--- src/rtl/rr_arbiter_lock.sv ---
// rr_arbiter_lock: N-requester round-robin arbiter with grant locking.
// The owner keeps the grant until it pulses done or drops its request. The
// release hands the grant straight to the next requester in round-robin order,
// with no idle cycle in between.
// Optional feature macro: ARB_TIMEOUT_EN. When it is defined, a hold counter
// force-releases an owner that has held the grant for MAX_HOLD cycles.
//
// Request/grant protocol: a requester holds req[i] high until it sees grant[i].
// It then keeps req[i] high for as long as it needs the resource and pulses
// done[i] on its last cycle. Dropping req[i] without done is an abort. All
// inputs are sampled only on the rising edge, and every output is a register.
module rr_arbiter_lock #(
  parameter int N        = 4,
  parameter int MAX_HOLD = 16
) (
  input  logic                 clk,
  input  logic                 rst,
  input  logic [N-1:0]         req,
  input  logic [N-1:0]         done,
  output logic [N-1:0]         grant,
  output logic                 grant_valid,
  output logic [$clog2(N)-1:0] grant_id,
  output logic                 timeout,
  output logic                 state_dbg
);

  localparam int IDW = $clog2(N);
  localparam logic [N-1:0] ONE_HOT0 = {{(N-1){1'b0}}, 1'b1};

  typedef enum logic {
    IDLE = 1'b0,
    BUSY = 1'b1
  } state_e;

  state_e           state_q, state_d;
  logic [N-1:0]     grant_q, grant_d;
  logic [IDW-1:0]   id_q, id_d;
  logic [IDW-1:0]   ptr_q, ptr_d;

  logic             own_req;
  logic             own_done;
  logic             force_rel;
  logic             take;
  logic [IDW-1:0]   sel;
  logic [IDW:0]     win_all;
  logic [IDW:0]     win_masked;

`ifdef ARB_TIMEOUT_EN
  localparam int HW = $clog2(MAX_HOLD + 1);
  localparam logic [HW-1:0] HOLD_LAST = HW'(MAX_HOLD - 1);
  logic [HW-1:0]    hold_q, hold_d;
  logic             timeout_q, timeout_d;
`endif

  // First set bit of r scanning upward from p with wrap-around; {found, index}.
  // The loop runs from the far end back toward p, so the nearest hit is written last and wins.
  function automatic logic [IDW:0] pick(input logic [N-1:0] r, input logic [IDW-1:0] p);
    logic [IDW:0] res;
    int           idx;
    res = '0;
    for (int k = N - 1; k >= 0; k--) begin
      idx = int'(p) + k;
      if (idx >= N) idx = idx - N;
      if (r[idx]) res = {1'b1, idx[IDW-1:0]};
    end
    return res;
  endfunction

  // Successor index modulo N (N need not be a power of two).
  function automatic logic [IDW-1:0] next_id(input logic [IDW-1:0] w);
    if (int'(w) == N - 1) return '0;
    return w + 1'b1;
  endfunction

  // Next-state and next-grant logic. The scan that skips the owner uses grant_q as its mask.
  always_comb begin
    state_d    = state_q;
    grant_d    = grant_q;
    id_d       = id_q;
    ptr_d      = ptr_q;
    take       = 1'b0;
    sel        = '0;
    force_rel  = 1'b0;
    own_req    = req[id_q];
    own_done   = done[id_q];
    win_all    = pick(req, ptr_q);
    win_masked = pick(req & ~grant_q, ptr_q);
`ifdef ARB_TIMEOUT_EN
    hold_d     = hold_q;
    timeout_d  = 1'b0;
`endif

    case (state_q)
      IDLE: begin
        if (win_all[IDW]) begin
          take = 1'b1;
          sel  = win_all[IDW-1:0];
        end
      end
      BUSY: begin
`ifdef ARB_TIMEOUT_EN
        force_rel = (hold_q == HOLD_LAST) & own_req & ~own_done;
`endif
        if (own_done | ~own_req | force_rel) begin
`ifdef ARB_TIMEOUT_EN
          timeout_d = force_rel;
`endif
          if (win_masked[IDW]) begin
            take = 1'b1;
            sel  = win_masked[IDW-1:0];
          end else if (own_req) begin
            // Nobody else is asking, so the still-requesting owner is granted again.
            take = 1'b1;
            sel  = id_q;
          end else begin
            // Pointer keeps owner+1 from the original grant.
            state_d = IDLE;
            grant_d = '0;
            id_d    = '0;
          end
        end else begin
`ifdef ARB_TIMEOUT_EN
          hold_d = hold_q + 1'b1;
`endif
        end
      end
      default: state_d = IDLE;
    endcase

    if (take) begin
      state_d = BUSY;
      grant_d = ONE_HOT0 << sel;
      id_d    = sel;
      ptr_d   = next_id(sel);
`ifdef ARB_TIMEOUT_EN
      hold_d  = '0;
`endif
    end
`ifdef ARB_TIMEOUT_EN
    if (state_d == IDLE) hold_d = '0;
`endif
  end

  // State, grant and pointer registers; reset is asynchronous.
  always_ff @(posedge clk or posedge rst) begin
    if (rst) begin
      state_q <= IDLE;
      grant_q <= '0;
      id_q    <= '0;
      ptr_q   <= '0;
    end else begin
      state_q <= state_d;
      grant_q <= grant_d;
      id_q    <= id_d;
      ptr_q   <= ptr_d;
    end
  end

`ifdef ARB_TIMEOUT_EN
  // Hold counter and the one-cycle forced-release pulse.
  always_ff @(posedge clk or posedge rst) begin
    if (rst) begin
      hold_q    <= '0;
      timeout_q <= 1'b0;
    end else begin
      hold_q    <= hold_d;
      timeout_q <= timeout_d;
    end
  end
  assign timeout = timeout_q;
`else
  assign timeout = 1'b0;
`endif

  assign grant       = grant_q;
  assign grant_id    = id_q;
  assign grant_valid = (state_q == BUSY);
  assign state_dbg   = (state_q == BUSY);

endmodule

--- config.mk ---
export PLATFORM = sky130hd
export DESIGN_NAME = rr_arbiter_lock
export DESIGN_NICKNAME = d
export VERILOG_FILES = /design/src/rtl/rr_arbiter_lock.sv
export SDC_FILE = /design/constraint.sdc
export NUM_CORES = 1
export LEC_CHECK = 0
export ABC_AREA = 1
export BUFFER_PORTS_ARGS = -buffer_cell sky130_fd_sc_hd__buf_2
export CORE_MARGIN = 3
export CORE_UTILIZATION = 30
export CTS_CLUSTER_DIAMETER = 50
export CTS_CLUSTER_SIZE = 28
export DETAILED_ROUTE_END_ITERATION = 12
export HOLD_SLACK_MARGIN = 0.02
export PLACE_DENSITY_LB_ADDON = 0.1
export SLEW_MARGIN = 20
export SYNTH_ARGS = -nofsm -noshare
export SYNTH_HDL_FRONTEND = slang
export SYNTH_SLANG_ARGS = --single-unit
--- constraint.sdc ---
create_clock -name clk -period 4.9 [get_ports clk]
set_input_delay 0.98 -clock clk [delete_from_list [all_inputs] [get_ports clk]]
set_output_delay 0.98 -clock clk [all_outputs]
set_load 0.01 [all_outputs]
==> flow_summary.json, run 1 <==
{
  "synth_area_leaders": "dfrtp_1, nand2_1, nand3_1, inv_1, nand2_2",
  "antenna_found_initial": 0,
  "multi_input_area_um2": 605.6,
  "hold_path.class": "flop to flop",
  "nFillCells": 347,
  "area_growth_pct": 11.60,
  "cts_root_buf": "clkbuf_4",
  "drive_gt1_frac": 0.2711,
  "nets": 181,
  "start_util": 0.3154,
  "cts_max_level": 1,
  "cp.required_ns": 5.05,
  "wl_um": 2342,
  "clock_path_buffers": 2,
  "vias": 941,
  "grt_pass1_wl_um": 4084,
  "yosysWarnings": 0,
  "path_max_fanout": 6,
  "dieHeight_um": 62.89,
  "drt-initial-drc-count": 28,
  "synth_area_leader_cell": "dfrtp_1",
  "status": "finished, final reports clean",
  "finalSetupViolCount": 0,
  "place_congestion": 0.7866,
  "ys_seq_area_frac": 0.2320,
  "fin_util": 0.3520,
  "hpwl_um": 1990,
  "yosysTopAreaCellShare": 0.2320,
  "slew_violations": 0,
  "synth.distinct_cells": 24,
  "tightest_slew_ns": 0.7032,
  "wl_per_cell_um": 11.15,
  "setup_tns_ns": 0,
  "cts_tree": "yes",
  "diodes": 0,
  "cts_setup_buffers": 0,
  "vias_per_cell": 4.481,
  "post-route-period-util": 0.4801,
  "syn-num-nets": 164,
  "pin_count": 19,
  "numCtsBuffers": 3,
  "max_slew_margin": 0.5312,
  "instances_no_fill": 210,
  "grt_overflow": 0,
  "fp.dieArea_um2": 3955,
  "syn-cell-area_um2": 970.9,
  "core_um2": 3078,
  "cpMostUsedCell": "nand2_1",
  "cp-end-kind": "flop",
  "ys_ff_latch": 9,
  "critical-path-slowest-cell": "ha_1",
  "grt_max_degree": 20,
  "first_pass_iters": 4,
  "hold_buffers": 0,
  "rsz0062_at_grt": "no",
  "crit_chain": "buf_2, nand2_1, o21ai_1, nand2_1, nand2_1, inv_1, nand3_2, o21ai_4, inv_1, nand2_1, nand2_2, ha_1, nand2_1, o21ai_2",
  "port-buffer-count": 17,
  "drc_errors": 0,
  "fin_skew_ns": 0.003445,
  "cts.clk_slew.worst_paths_ns": 0.06,
  "ctsResizeCount": 0,
  "cts_num_sinks": 9,
  "rows": 20,
  "seq_area_um2": 225.2,
  "fmax_ghz": 0.4251,
  "clk_latency_ns": 0.26,
  "syn_avg_cell_area_um2": 6.473,
  "grt.total_usage": 0.1289,
  "critPathKind": "input port to flop",
  "grt_pass1_vias": 909,
  "syn-instance-count": 150,
  "postRouteAntennaNets": 0,
  "hold_violations": 0,
  "slowest_delay_ns": 0.29,
  "critPathArrivalTime_ns": 2.50,
  "post-route-min-period_ns": 2.352,
  "dp.cells": 206,
  "die_w_um": 62.89,
  "start_kind": "input port",
  "maxCapViolations": 0
}
through the flow:
stage / hold slack, ns / setup slack (ns) / area, um^2
floorplan: 0.5884 / 2.628 / 970.9
global placement: 0.5524 / 2.262 / 1057
detailed placement: 0.5541 / 2.283 / 1057
CTS: 0.5671 / 2.544 / 1084
global route: 0.6603 / 2.321 / 1084
finish: 0.5541 / 2.548 / 1084
routing by layer:
| metal | share of wire | routed length [um] | vias up | track usage |
|---|---|---|---|---|
| li1 | - | - | 506 | - |
| met1 | 0.47 | 1098 | 415 | 0.1678 |
| met2 | 0.48 | 1122 | 13 | 0.2121 |
| met3 | 0.024 | 56 | 7 | 0.01259 |
| met4 | 0.028 | 65 | 0 | 0.06061 |
| met5 | 0 | 0 | - | 0 |
critical path: cells and delay by family:
family | cells | cell delay, ns
AO/OA/AOI/OAI | 3 | 0.35
adder cells (fa/ha/maj) | 1 | 0.29
buffers and inverters | 3 | 0.29
AND/OR/NAND/NOR | 7 | 0.60
registers in the layout, indices dropped and copies added (netlist names):
register	count
grant	4
grant_id	2
ptr_q	2
grant_valid	1
cell usage in the layout, fill, tap and decap left out, drive strengths merged:
master	synthesis	final
a21oi	4	4
inv	23	23
conb	1	1
nor2	7	7
nand2	56	56
nand3	22	22
buf	5	17
clkbuf	0	4
o211ai	2	2
o21ai	14	14
nand4	1	1
ha	4	4
dfrtp	9	9
xnor2	1	1
xor2	1	1
cell families after synthesis:
logic type      count (synthesis)  synth area share
fa+ha+maj                       4           0.05155
flops                           9            0.2320
compound gates                 20            0.1327
other cells                     1          0.003862
buf+inv                        28            0.1443
simple gates                   86            0.4098
xor+xnor                        2           0.02578
final timing paths:
path                       startpoint       end  slack [ns]  depth (start not counted)
max                            req[1]  ptr_q[1]        2.55                         14
min                          grant[3]  grant[3]        0.55                          2
max reg2reg                  ptr_q[0]  ptr_q[1]        2.57                         12
min reg2reg                  grant[3]  grant[3]        0.55                          2
max in group asynchronous         rst  grant[1]        3.97                          2
min in group asynchronous         rst  grant[2]        0.67                          2
cell type report:
type | count | area share
multi-input cells | 113 | 0.5589
flip-flops and latches | 9 | 0.2079
inverters | 23 | 0.07968
repair buffers | 17 | 0.07852
well taps | 44 | 0.05081
clock buffers | 4 | 0.02425
cell usage after synthesis, drive strengths merged:
library cell / instances
a21oi: 4
buf: 5
conb: 1
dfrtp: 9
ha: 4
inv: 23
nand2: 56
nand3: 22
nand4: 1
nor2: 7
o211ai: 2
o21ai: 14
xnor2: 1
xor2: 1
Power of run 1 is not shown: default switching activity piles up to over one toggle a cycle in this logic, so the estimate is an artifact.
==> run 2: changes to the inputs <==
==> constraint.sdc (replaced) <==
create_clock -name clk -period 1.9 [get_ports clk]
set_input_delay 0.38 -clock clk [delete_from_list [all_inputs] [get_ports clk]]
set_output_delay 0.38 -clock clk [all_outputs]
set_load 0.01 [all_outputs]
==> flow_summary.json, run 2 (same netlist as run 1, synthesis figures left out) <==
{
  "status": "complete, but fails checks",
  "largest_reg_flops": 4,
  "hold_path.class": "input port to asynchronous set/reset pin",
  "diodes": 0,
  "grt_overflow": 0,
  "slowest_delay_ns": 0.44,
  "multi_input_area_um2": 860.8,
  "cts.clk_slew.worst_paths_ns": 0.06,
  "post-route-min-period_ns": 1.935,
  "cts_max_level": 1,
  "critPathKind": "flop to flop",
  "numCtsBuffers": 3,
  "wl_per_cell_um": 12.34,
  "nFillCells": 308,
  "place_congestion": 0.8054,
  "critPathArrivalTime_ns": 2.12,
  "grt_pass1_wl_um": 4857,
  "path_max_fanout": 7,
  "core_um2": 3078,
  "cts_num_sinks": 9,
  "critical-path-slowest-cell": "dfrtp_2",
  "cts_tree": "yes",
  "hold_violations": 0,
  "vias": 1109,
  "fin_skew_ns": 0.005448,
  "hold_buffers": 0,
  "crit_chain": "clkbuf_16, xnor2_4, nand2_2, nand2_2, inv_2, nand2_2, nand2_1, nand2_1, nand3_2, nand2_2, nand2_4, ha_4, nand2_2, o21ai_2",
  "wl_um": 2938,
  "start_kind": "flop",
  "hpwl_um": 2062,
  "cp.required_ns": 2.09,
  "area_growth_pct": 66.24,
  "cpMostUsedCell": "nand2_2",
  "path_buf_inv": 2,
  "drive_gt1_frac": 0.6237,
  "drc_errors": 0,
  "rows": 20,
  "grt.total_usage": 0.1511,
  "r2r-end": "ptr_q[1]",
  "vias_per_cell": 4.660,
  "worst_r2r_startpoint": "ptr_q[0]",
  "cp-end-kind": "flop",
  "r2r_slack_ns": -0.04,
  "maxCapViolations": 0,
  "finalSetupViolCount": 4,
  "post-route-period-util": 1.019,
  "seq_area_um2": 229.0,
  "failed_checks": "setup timing",
  "grt_max_degree": 10,
  "cts_root_buf": "clkbuf_4",
  "rsz0062_at_grt": "yes",
  "nets": 209,
  "antenna_found_initial": 0,
  "port-buffer-count": 17,
  "clk_latency_ns": 0.26,
  "fin_ws_ns": -0.03538,
  "postRouteAntennaNets": 0,
  "clock_path_buffers": 2,
  "drt-initial-drc-count": 29,
  "slew_violations": 0,
  "die_w_um": 62.89,
  "fp.dieArea_um2": 3955,
  "fmax_ghz": 0.5167,
  "pin_count": 19,
  "final_common_cell": "nand2_1",
  "holdWs_ns": 0.07002,
  "dieHeight_um": 62.89,
  "ff2ff_path_depth": 14,
  "grt_pass1_vias": 1082,
  "layout_common_cells": "nand2_1, buf_4, nand2_2, buf_2",
  "setup_tns_ns": -0.06716,
  "cp_top_family": "simple AND/OR/NAND/NOR gates",
  "first_pass_iters": 4,
  "start_util": 0.3154
}
-- run 2: cell types whose count changed in the layout (fill, tap and decap cells not counted), sizes merged --
cell    delta
buf       +27
clkbuf     +1
-- run 2: metrics by stage --
stage / worst slack [ns] / instances / util / area (um^2)
2_1_floorplan: 0.1045 / 150 / - / 970.9
5_1_grt: -0.1487 / 238 / 0.5244 / 1614
4_1_cts: -0.02763 / 235 / 0.4756 / 1464
3_5_place_dp: -0.08680 / 223 / 0.3890 / 1197
3_3_place_gp: -0.06691 / 223 / 0.3890 / 1197
6_report: -0.03538 / 238 / 0.5244 / 1614
-- run 2: area by class of cell --
cell class / count / area share
multi-input combinational: 113 / 0.5333
timing repair buffer: 45 / 0.2132
sequential: 9 / 0.1419
inverter: 23 / 0.06124
tap: 44 / 0.03411
clock buffer: 4 / 0.01628
-- run 2: worst max path at each step --
| stage | startpoint | to | slack, ns | cells after the start |
|---|---|---|---|---|
| floorplan | ptr_q[0] | ptr_q[1] | 0.10 | 13 |
| global placement | req[0] | grant[0] | -0.07 | 15 |
| detailed placement | ptr_q[0] | grant[2] | -0.09 | 15 |
| CTS | ptr_q[0] | ptr_q[1] | -0.03 | 16 |
| global route | ptr_q[0] | grant[2] | -0.15 | 14 |
| finish | ptr_q[0] | ptr_q[1] | -0.04 | 14 |
-- run 2: timing repair --
| item | in CTS | in global routing |
|---|---|---|
| pin swaps | 19 | 18 |
| gates cloned | 1 | 0 |
| setup endpoints to repair | 4 | 7 |
| setup buffers | 7 | 4 |
| resized for setup | 42 | 35 |
-- run 2: routing by layer --
metal,routed length (um),vias up,part of all wire,GRT usage
li1,-,564,-,-
met1,1297,532,0.44,0.1835
met2,1563,9,0.53,0.2635
met3,44,4,0.015,0.01978
met4,32,0,0.011,0.06612
met5,0,-,0,0
Power of run 2 is left out for the same reason.
==> run 3: changes to the inputs <==
--- a/config.mk
+++ b/config.mk
@@ -6,7 +6,7 @@
 export NUM_CORES = 1
 export LEC_CHECK = 0
 export ABC_AREA = 1
-export BUFFER_PORTS_ARGS = -buffer_cell sky130_fd_sc_hd__buf_2
+export BUFFER_PORTS_ARGS = -buffer_cell sky130_fd_sc_hd__buf_4
 export CORE_MARGIN = 3
 export CORE_UTILIZATION = 30
 export CTS_CLUSTER_DIAMETER = 50
==> flow_summary.json, run 3 (same netlist as run 1, synthesis figures left out) <==
{
  "hold_path.class": "input port to asynchronous set/reset pin",
  "fin_util": 0.5484,
  "port-buffer-count": 17,
  "post-route-period-util": 1.040,
  "fp.dieArea_um2": 3955,
  "ff2ff_path_depth": 13,
  "path_buf_inv": 6,
  "drt-initial-drc-count": 34,
  "maxCapViolations": 0,
  "wl_per_cell_um": 12.67,
  "path_max_fanout": 5,
  "drive_gt1_frac": 0.6218,
  "hold_buffers": 0,
  "wl_um": 3003,
  "grt.total_usage": 0.1360,
  "crit_chain": "buf_12, xnor2_4, buf_6, nand3_2, nand3_2, nand3_2, nand3_2, nand2_2, buf_4, buf_6, buf_4, buf_4, nand3_2",
  "first_pass_iters": 4,
  "nFillCells": 309,
  "start_kind": "flop",
  "vias": 1102,
  "rows": 20,
  "post-route-min-period_ns": 1.976,
  "numCtsBuffers": 3,
  "dp.cells": 222,
  "die_w_um": 62.89,
  "area_growth_pct": 73.84,
  "cpMostUsedCell": "nand3_2",
  "nets": 208,
  "start_util": 0.3154,
  "cp_top_family": "buffers and inverters",
  "hpwl_um": 2090,
  "multi_input_area_um2": 883.3,
  "holdWs_ns": 0.07925,
  "cts.clk_slew.worst_paths_ns": 0.07,
  "grt_pass1_vias": 1023,
  "startpoint": "ptr_q[0]",
  "fin_ws_ns": -0.07580,
  "pin_count": 19,
  "cp.required_ns": 2.09,
  "worst-path-stages": 13,
  "diodes": 0,
  "instances_no_fill": 237,
  "fin_skew_ns": 0.01118,
  "cts_num_sinks": 9,
  "place_congestion": 0.9142,
  "critPathArrivalTime_ns": 2.17,
  "antenna_found_initial": 0,
  "largest_reg_flops": 4,
  "core_um2": 3078,
  "r2r-end": "grant_id[1]",
  "cts_root_buf": "clkbuf_4",
  "dieHeight_um": 62.89,
  "finalSetupViolCount": 5,
  "postRouteAntennaNets": 0,
  "clock_path_buffers": 2,
  "status": "complete, but fails checks",
  "worst_r2r_startpoint": "ptr_q[0]",
  "r2r_slack_ns": -0.08,
  "fmax_ghz": 0.5061,
  "vias_per_cell": 4.650,
  "rsz0062_at_grt": "yes",
  "clk_latency_ns": 0.26,
  "critPathKind": "flop to flop",
  "final_common_cell": "buf_4",
  "slew_violations": 0,
  "endpoint": "grant_id[1]",
  "layout_common_cells": "buf_4, nand2_1, nand2_2, inv_1",
  "slowest_delay_ns": 0.47,
  "grt_pass1_wl_um": 4443,
  "grt_overflow": 0,
  "cp-end-kind": "flop",
  "cts_max_level": 1,
  "critical-path-slowest-cell": "dfrtp_2",
  "hold_violations": 0,
  "failed_checks": "setup timing",
  "seq_area_um2": 229.0,
  "setup_tns_ns": -0.2268,
  "cts_tree": "yes",
  "grt_max_degree": 19,
  "drc_errors": 0
}
run 3: repair_timing:
item	in CTS	in global routing
pin swaps	0	20
cloned	0	2
resized for setup	10	68
buffers inserted	4	5
setup endpoints to repair	4	7
run 3: metrics by stage:
step,instance area [um^2],worst slack [ns]
6_report,1688,-0.07580
5_1_grt,1688,-0.1663
4_1_cts,1325,-0.04139
3_5_place_dp,1232,-0.07038
3_3_place_gp,1232,-0.05752
2_1_floorplan,970.9,0.1045
run 3: metal layers:
metal,vias up,wire [um],GRT usage
met4,0,27,0.04959
met3,4,33,0.01259
li1,556,-,-
met2,11,1650,0.2398
met1,531,1292,0.1700
met5,-,0,0
run 3: worst register-to-register path: stages, from the launching register on:
cell	delay, ns
dfrtp_2	0.47
buf_12	0.17
xnor2_4	0.21
buf_6	0.13
nand3_2	0.07
nand3_2	0.06
nand3_2	0.08
nand3_2	0.10
nand2_2	0.09
buf_4	0.14
buf_6	0.10
buf_4	0.11
buf_4	0.12
nand3_2	0.04
run 3: worst min path at each step:
stage                             end  slack [ns]  depth (start not counted)  startpoint
after floorplan              grant[0]        0.21                          1         rst
after global placement    grant_id[1]        0.37                          2         rst
after detailed placement  grant_id[1]        0.37                          2         rst
after CTS                    ptr_q[0]         0.1                          2         rst
after global routing         grant[2]        0.11                          2         rst
final                        grant[2]        0.08                          2         rst
run 3: final cells by class:
cell class	count	area share
Inverter	23	0.06004
Timing Repair Buffer	44	0.2328
Sequential cell	9	0.1357
Tap cell	44	0.03262
Multi-Input combinational cell	113	0.5234
Clock buffer	4	0.01557
Power of run 3 is left out for the same reason.
